## src/rtl/rggen_bit_field_irq_gen.sv

```systemverilog
// rggen_bit_field_irq_gen
//
// Interrupt request generator for a register block's w0c/w1c status fields.
// Status bits are masked by a per-bit enable, and new events (enabled bits that
// rise) are coalesced by an event-count threshold and a timeout before the
// interrupt is raised. Once raised, the request holds until software has
// cleared every enabled pending bit.
//
// Ports:
//   clk              clock
//   rst_n            asynchronous active-low reset
//   i_status         status vector from the status bit fields
//   i_enable         per-bit interrupt enable (1 = enabled)
//   i_threshold      event count that forces assertion (0 or 1 = no count coalescing)
//   i_timeout        coalescing cycles before forced assertion (0 = no time coalescing)
//   o_irq            registered, active-high interrupt request
//   o_pending_count  saturating count of new events since leaving IDLE
module rggen_bit_field_irq_gen #(
    parameter int WIDTH         = 1,
    parameter int COUNT_WIDTH   = 4,
    parameter int TIMEOUT_WIDTH = 8
) (
    input  logic                     clk,
    input  logic                     rst_n,
    input  logic [WIDTH-1:0]         i_status,
    input  logic [WIDTH-1:0]         i_enable,
    input  logic [COUNT_WIDTH-1:0]   i_threshold,
    input  logic [TIMEOUT_WIDTH-1:0] i_timeout,
    output logic                     o_irq,
    output logic [COUNT_WIDTH-1:0]   o_pending_count
);

    typedef enum logic [1:0] {
        IDLE     = 2'd0,
        COALESCE = 2'd1,
        ASSERT   = 2'd2
    } state_t;

    localparam logic [COUNT_WIDTH-1:0]   COUNT_MAX = '1;
    localparam logic [TIMEOUT_WIDTH-1:0] TIMER_MAX = '1;

    state_t                   state;
    state_t                   state_next;
    logic [WIDTH-1:0]         pending;
    logic [WIDTH-1:0]         pending_d;
    logic [WIDTH-1:0]         rising;
    logic                     any_pending;
    logic [31:0]              ones;
    logic [COUNT_WIDTH-1:0]   new_events;
    logic [COUNT_WIDTH:0]     count_sum;
    logic [COUNT_WIDTH-1:0]   count_acc;
    logic [TIMEOUT_WIDTH:0]   timer_sum;
    logic [TIMEOUT_WIDTH-1:0] timer_inc;
    logic                     immediate;
    logic [COUNT_WIDTH-1:0]   count;
    logic [COUNT_WIDTH-1:0]   count_next;
    logic [TIMEOUT_WIDTH-1:0] timer;
    logic [TIMEOUT_WIDTH-1:0] timer_next;
    logic                     irq;
    logic                     irq_next;

    assign pending     = i_status & i_enable;
    assign any_pending = |pending;
    // A bit that is re-enabled while its status is still set shows up here as
    // a rising edge, so it is counted as a fresh event.
    assign rising      = pending & ~pending_d;

    // Number of bits that rose this cycle, clipped to the counter range.
    always_comb begin
        ones = '0;
        for (int i = 0; i < WIDTH; i++) begin
            ones = ones + 32'(rising[i]);
        end
        if (ones > 32'(COUNT_MAX)) begin
            new_events = COUNT_MAX;
        end else begin
            new_events = ones[COUNT_WIDTH-1:0];
        end
    end

    // Saturating accumulate of the event counter and increment of the timer;
    // the extra top bit is the carry that signals saturation.
    assign count_sum = {1'b0, count} + {1'b0, new_events};
    assign count_acc = count_sum[COUNT_WIDTH] ? COUNT_MAX : count_sum[COUNT_WIDTH-1:0];
    assign timer_sum = {1'b0, timer} + {{TIMEOUT_WIDTH{1'b0}}, 1'b1};
    assign timer_inc = timer_sum[TIMEOUT_WIDTH] ? TIMER_MAX : timer_sum[TIMEOUT_WIDTH-1:0];

    assign immediate = (i_threshold <= COUNT_WIDTH'(1)) || (i_timeout == '0);

    // State and datapath registers; reset clears everything at once, so an
    // asserted request drops immediately even mid-coalesce.
    always_ff @(posedge clk or negedge rst_n) begin
        if (!rst_n) begin
            state     <= IDLE;
            pending_d <= '0;
            count     <= '0;
            timer     <= '0;
            irq       <= 1'b0;
        end else begin
            state     <= state_next;
            pending_d <= pending;
            count     <= count_next;
            timer     <= timer_next;
            irq       <= irq_next;
        end
    end

    // Next-state decision. Losing every pending bit wins over any other move.
    // The timeout compares the timer value being loaded at this edge, so a
    // COALESCE entered at edge k times out at edge k+i_timeout-1; using >=
    // lets a timeout lowered mid-coalesce still fire at the next edge.
    always_comb begin
        state_next = state;
        case (state)
            IDLE: begin
                if (any_pending) begin
                    if (immediate || (new_events >= i_threshold)) begin
                        state_next = ASSERT;
                    end else begin
                        state_next = COALESCE;
                    end
                end
            end
            COALESCE: begin
                if (!any_pending) begin
                    state_next = IDLE;
                end else if ((count_acc >= i_threshold) || (timer_inc >= i_timeout)) begin
                    state_next = ASSERT;
                end
            end
            ASSERT: begin
                if (!any_pending) begin
                    state_next = IDLE;
                end
            end
            default: begin
                state_next = IDLE;
            end
        endcase
    end

    // Register inputs for the outputs and datapath. The request is taken from
    // the next state so that o_irq itself is a flop, not a state decode.
    always_comb begin
        irq_next   = (state_next == ASSERT);
        count_next = count;
        timer_next = timer;
        if (state_next == IDLE) begin
            count_next = '0;
            timer_next = '0;
        end else if (state == IDLE) begin
            count_next = new_events;
            timer_next = TIMEOUT_WIDTH'(1);
        end else begin
            count_next = count_acc;
            if (state == COALESCE) begin
                timer_next = timer_inc;
            end
        end
    end

    assign o_irq           = irq;
    assign o_pending_count = count;

endmodule

```

## config.mk

```make
export PLATFORM = sky130hd
export DESIGN_NAME = rggen_bit_field_irq_gen
export DESIGN_NICKNAME = d
export VERILOG_FILES = /design/src/rtl/rggen_bit_field_irq_gen.sv
export SDC_FILE = /design/constraint.sdc
export NUM_CORES = 1
export LEC_CHECK = 0
export CAP_MARGIN = 30
export CORE_ASPECT_RATIO = 1.4
export CORE_MARGIN = 2
export CORE_UTILIZATION = 49
export CTS_BUF_LIST = sky130_fd_sc_hd__clkbuf_4 sky130_fd_sc_hd__clkbuf_8
export DETAILED_ROUTE_END_ITERATION = 12
export GPL_TIMING_DRIVEN = 0
export PLACE_DENSITY_LB_ADDON = 0.3
export SLEW_MARGIN = 20
export SYNTH_ARGS = -nofsm -noshare
export SYNTH_HDL_FRONTEND = slang
export SYNTH_SLANG_ARGS = --single-unit
```

## constraint.sdc

```tcl
create_clock -name clk -period 2.3 [get_ports clk]
set_input_delay 0.46 -clock clk [delete_from_list [all_inputs] [get_ports clk]]
set_output_delay 0.46 -clock clk [all_outputs]
set_load 0.005 [all_outputs]
```

### Word-level counts from Yosys, hierarchy flattened

Cells that the tools add are included.

* eq/ne operators: 3
* bitwise operators: 3
* add/subtract/negate cells: 2
* reduce and logical (&&, ||, !) cells: 7
* muxes and demuxes: 14
* $lt $le $gt $ge: 5

Operator list (number)
* 8-bit 2-to-1 mux: 4
* 4-bit 2-to-1 mux: 4
* 2-bit 2-to-1 mux: 5
* 8-bit by 1-bit adder with 9-bit output (second input constant): 1
* 4-bit greater-or-equal comparator: 2
* 8-bit greater-or-equal comparator: 1
* 8-bit zero test: 1
* 2-bit case mux with 3 select lines: 1
* 4-bit by 4-bit adder with 5-bit output: 1
* 2-bit == test (second input constant): 2
* 1-bit by 4-bit greater-than comparator with 1-bit output (second input constant): 1
* 4-bit by 1-bit <= comparator with 1-bit output (second input constant): 1
* 2-bit zero test: 2
* 1-bit logical OR: 3
* 3-bit nonzero test: 1
* 1-bit bitwise AND: 2
* 2-bit by 1-bit == test with 1-bit output (second input constant): 1
* 1-bit inverter: 1

* register bits after elaboration: 16
* logic and storage cells: 39
* input bits: 16

### Depth between registers and ports, before layout

* depth after elaboration: 13
* mapped depth: 12

### Least setup slack after synthesis

No wires, ideal clock.

* path type: input to register
* start: input i_status
* end: register state[0]
* setup slack: -158 ps
* buffers on the path: 1
* required time: 2178 ps
* arrival time: 2336 ps
* cell stages on the path: 12
* cells stage by stage: nand2_1 > clkbuf_1 > nor2_1 > ha_1 > ha_1 > nor3_1 > a21oi_1 > ha_1 > o21ai_0 > a21oi_1 > nor3_2 > a32o_1

* cells in the longest elaborated chain, start to end: 11

RTL lines
* start, declared: RTL line 25 `input logic [WIDTH-1:0] i_status,`
* 1-bit bitwise AND *: RTL line 62 `assign pending = i_status & i_enable;`
* 1-bit bitwise AND: RTL line 66 `assign rising = pending & ~pending_d;`
* 1-bit by 4-bit greater-than comparator with 1-bit output: RTL line 74 `if (ones > 32'(COUNT_MAX)) begin`
* 4-bit 2-to-1 mux: RTL line 74
* 4-bit by 4-bit adder with 5-bit output: RTL line 83 `assign count_sum = {1'b0, count} + {1'b0, new_events};`
* 4-bit 2-to-1 mux: RTL line 84 `assign count_acc = count_sum[COUNT_WIDTH] ? COUNT_MAX : count_sum[COUNT_WIDTH-1:0];`
* 4-bit greater-or-equal comparator: RTL line 127 `end else if ((count_acc >= i_threshold) || (timer_inc >= i_timeout)) begin`
* 1-bit logical OR: RTL line 127
* 2-bit 2-to-1 mux: RTL line 127
* 2-bit 2-to-1 mux: RTL line 125 `if (!any_pending) begin`
* 2-bit case mux with 3 select lines *: RTL line 114 `case (state)`
* named net state_next[0]: RTL line 43 `state_t state_next;`
* end signal, assigned: RTL line 100 `state <= state_next;`
* end, declared: RTL line 42 `state_t state;`

The timed path passes the listed nets; every way through them passes the cells marked *.
A chain may end at the register's enable or synchronous reset.

### Worst setup path after layout

* start: register timer[0]
* end: register irq, in the netlist o_irq

* cells in the longest elaborated chain, start to end: 8

RTL lines
* start, declared: RTL line 57 `logic [TIMEOUT_WIDTH-1:0] timer;`
* start signal, assigned: RTL line 103 `timer <= timer_next;`
* 8-bit by 1-bit adder with 9-bit output: RTL line 85 `assign timer_sum = {1'b0, timer} + {{TIMEOUT_WIDTH{1'b0}}, 1'b1};`
* 8-bit 2-to-1 mux: RTL line 86 `assign timer_inc = timer_sum[TIMEOUT_WIDTH] ? TIMER_MAX : timer_sum[TIMEOUT_WIDTH-1:0];`
* 8-bit greater-or-equal comparator: RTL line 127
* 1-bit logical OR: RTL line 127
* 2-bit 2-to-1 mux: RTL line 127
* 2-bit 2-to-1 mux: RTL line 125
* 2-bit case mux with 3 select lines: RTL line 114
* 2-bit == test: RTL line 145 `irq_next = (state_next == ASSERT);`
* named net irq_next: RTL line 60 `logic irq_next;`
* end signal, assigned: RTL line 104 `irq <= irq_next;`
* end, declared: RTL line 59 `logic irq;`

The timed path passes the listed nets, and every way through them passes these cells.

==> impl_summary.log <==
[metrics] endpoint kind of the worst setup timing path: flop
[metrics] global placer's final weighted congestion: 0.832
[metrics] standard cell area after detailed placement: 1480 sq um
[metrics] CTS Buffer Depth: 2
[metrics] WL final: 3.19 mm
[metrics] largest stage delay on the critical path: 410 ps
[metrics] initial standard-cell utilization of the core: 0.514
[metrics] number of primary I/O pins: 21
[metrics] growth of design area from synthesis to finish: 42.5%
[metrics] clock net sink count: 16
[metrics] initial antenna violation count: 0
[metrics] vias per inst: 6.05
[metrics] layout cell share with drive strength beyond 1: 0.253
[metrics] number of distinct library cell variants in the gate-level netlist after synthesis: 38
[metrics] Synthesized Nets: 172
[metrics] CP max-delay cell: sky130_fd_sc_hd__dfrtp_1
[metrics] area share of the leading cell type in the synthesized netlist: 0.329
[metrics] kind of path behind the tightest hold check: primary input to asynchronous set/reset pin
[metrics] status: finished with violations
[metrics] router iterations before antenna repair: 4
[metrics] netlist area before placement: 1220 sq um
[metrics] top post-synthesis cells by count: 19 x sky130_fd_sc_hd__nor2_1, 16 x sky130_fd_sc_hd__dfrtp_1, 16 x sky130_fd_sc_hd__inv_1
[metrics] global routing usage summed across all routing layers: 0.250
[metrics] count of flip-flops with a built-in enable after synthesis: 0
[metrics] TritonCTS clock tree: yes
[metrics] CP startpoint kind: flop
[metrics] critical setup path kind: flop to flop
[metrics] Max Slew Vio Count: 0
[metrics] Detailed Route Iter0 Violations: 28
[metrics] placeable core area: 2360 sq um
[metrics] post-synthesis instance total: 141
[metrics] width of the chip: 46.1 microns
[metrics] die area: 2900 sq um
[metrics] height of the die: 62.9 microns
[metrics] Filler Cells Inserted: 163
[metrics] via count of the first global-routing pass: 1,259
[metrics] RSZ-0062 raised after global routing: true
[metrics] library cell used as clock root buffer: sky130_fd_sc_hd__clkbuf_4
[metrics] Reg clk slew, reported paths: 100 ps
[metrics] sequential element share of the synthesized area: 0.329
[metrics] number of buffers added to fix hold violations after cts: 0
[metrics] terminus of the critical flop-to-flop path: o_irq
[metrics] number of routed nets with antenna violations: 0
[metrics] FMAX: 417 MHz
[metrics] ANT cells: 0
[metrics] worst reg2reg startpoint: timer[0]
[metrics] Primary FF master, synth: sky130_fd_sc_hd__dfrtp_1
[metrics] Congestion Overflow GR: 0
[metrics] WP data required: 2450 ps
[metrics] net count of the finished layout: 206
[metrics] Min Hold Slack: 601 ps
[metrics] Arr. time, crit path: 2540 ps
[metrics] Power Dens Cells: 358 nW/um^2
[metrics] Mean Syn Cell Area: 8.63 sq um
[metrics] sum of net half-perimeters after detailed placement: 2.26 mm
[metrics] maximum level of the CTS H-tree: 1
[metrics] global-route wire length before repair: 5.45 mm
[metrics] post-route setup slack: -95.7 ps
[metrics] relative slew slack: 0.507
[metrics] final critical-path share of the clock period: 1.04
[metrics] number of design rule violations left after detail routing: 0
[metrics] number of I/O port buffers: 20
[metrics] Storage cell area: 400 sq um
[metrics] violations in the final reports: negative setup slack
[metrics] async set or reset register ratio after synthesis: 1.00
[metrics] measured slew at the worst slew-check pin: 737 ps
[metrics] row count: 21
[metrics] maximum number of pins on one net before global-route repair: 17
[metrics] number of max-capacitance violations reported: 0
[metrics] CTS buffer count: 3
[metrics] count of warnings emitted by yosys: 0
[metrics] Layout Skew: 7.82 ps
[metrics] multi-input gate area in the final layout: 912 sq um
[metrics] most common cell in the synthesized netlist: sky130_fd_sc_hd__nor2_1
[metrics] post-layout instance area: 1730 sq um
[metrics] worst-case vdd ir drop: 0.367 mV
[metrics] Fin. Hold Viols: 0
[metrics] register-to-register setup slack: -100 ps
[metrics] Worst Reg-to-Reg Cells: 10
[metrics] vias post-DR: 1,191
[metrics] clock insertion delay at the later pin of the skew report: 280 ps
[metrics] most area-consuming cells after synthesis: sky130_fd_sc_hd__dfrtp_1 33%, sky130_fd_sc_hd__ha_1 15%, sky130_fd_sc_hd__nor2_1 5.9%
[metrics] CP cell instances: ha_4 > nand4_1 > or2_4 > and2_4 > ha_4 > nand2b_4 > a2111oi_4 > nor3_2 > nor3_2 > o32ai_1
[metrics] final critical delay including setup and external delays: 2400 ps
[metrics] maximum fanout along the worst path: 3
[metrics] routed length per instance: 16.2 microns
[metrics] number of storage elements in the synthesis netlist: 16
[metrics] Leak Pwr: 0.765 nW
[metrics] leading area contributor after synthesis: sky130_fd_sc_hd__dfrtp_1
[metrics] number of setup violations in the final report: 3
-- layer usage --
metal | track usage | vias up | wire, microns | part of all wire
li1 | - | 575 | - | -
met1 | 0.265 | 585 | 1200 | 0.37
met2 | 0.486 | 25 | 1910 | 0.60
met3 | 0.0289 | 6 | 51 | 0.016
met4 | 0.0464 | 0 | 34 | 0.011
met5 | 0 | - | 0 | 0
-- worst max path at each step --
| stage | startpoint | to | slack (ps) | cells after the start |
|---|---|---|---|---|
| detailed placement | i_status | o_irq | -730 | 13 |
| global placement | i_status | o_irq | -660 | 12 |
| global route | timer[0] | o_irq | -160 | 10 |
| CTS | timer[0] | o_irq | -40 | 10 |
| floorplan | timer[0] | o_irq | 30 | 10 |
| finish | timer[0] | o_irq | -100 | 10 |
-- power by group --
part / internal (mW) / switching (mW) / leakage [nW]
clock: 0.0962 / 0.0885 / 0.0210
combinational: 0.0764 / 0.0652 / 0.524
sequential: 0.287 / 0.00723 / 0.220
-- critical path, delay by kind of cell, from the launching register on --
| kind | cells | cell delay, ps |
|---|---|---|
| compound gates | 2 | 440 |
| fa+ha+maj | 2 | 360 |
| flops | 1 | 410 |
| simple gates | 6 | 1030 |
-- logic make-up after synthesis --
kind of cell | count (synthesis) | share of synthesized area
simple gates | 54 | 0.231
mux | 3 | 0.0267
flops | 16 | 0.329
fa+ha+maj | 15 | 0.154
compound gates | 35 | 0.202
buf+inv | 18 | 0.0566
-- cell usage in the layout, fill, tap and decap left out, drive strengths merged, types with 7 or more instances in the layout --
cell / synthesis / layout
dfrtp: 16 / 16
inv: 16 / 16
nor2: 20 / 20
a21oi: 8 / 8
buf: 1 / 10
clkdlybuf4s50: 0 / 18
nand2: 7 / 7
nor3: 7 / 7
ha: 15 / 15
-- what timing repair did --
action	4_1_cts	5_1_grt
pin swaps	14	1
resized for setup	20	8
setup endpoints to repair	3	3
setup buffers	9	0
-- registers in the layout, indices dropped and copies added (netlist names) --
register         count
state                2
pending_d            1
timer                8
o_irq                1
o_pending_count      4
-- final cells by class --
type                    count  area share
flip-flops and latches     16       0.231
plain buffers               2      0.0108
well taps                  23      0.0166
inverters                  16      0.0347
multi-input cells         107       0.526
clock buffers               4      0.0209
repair buffers             29       0.160
-- stage by stage --
stage               power (mW)  setup TNS [ps]  utilization  cells  setup WS [ps]
finish                   0.621            -196        0.733    197          -95.7
global route             0.661            -408        0.733    197           -163
CTS                      0.623           -46.3        0.720    197          -37.7
detailed placement       0.415           -2210        0.625    184           -734
global placement         0.409           -1940        0.625    184           -664
floorplan                0.361               0            -    141           32.0
Power figures use the tool's default switching activity.
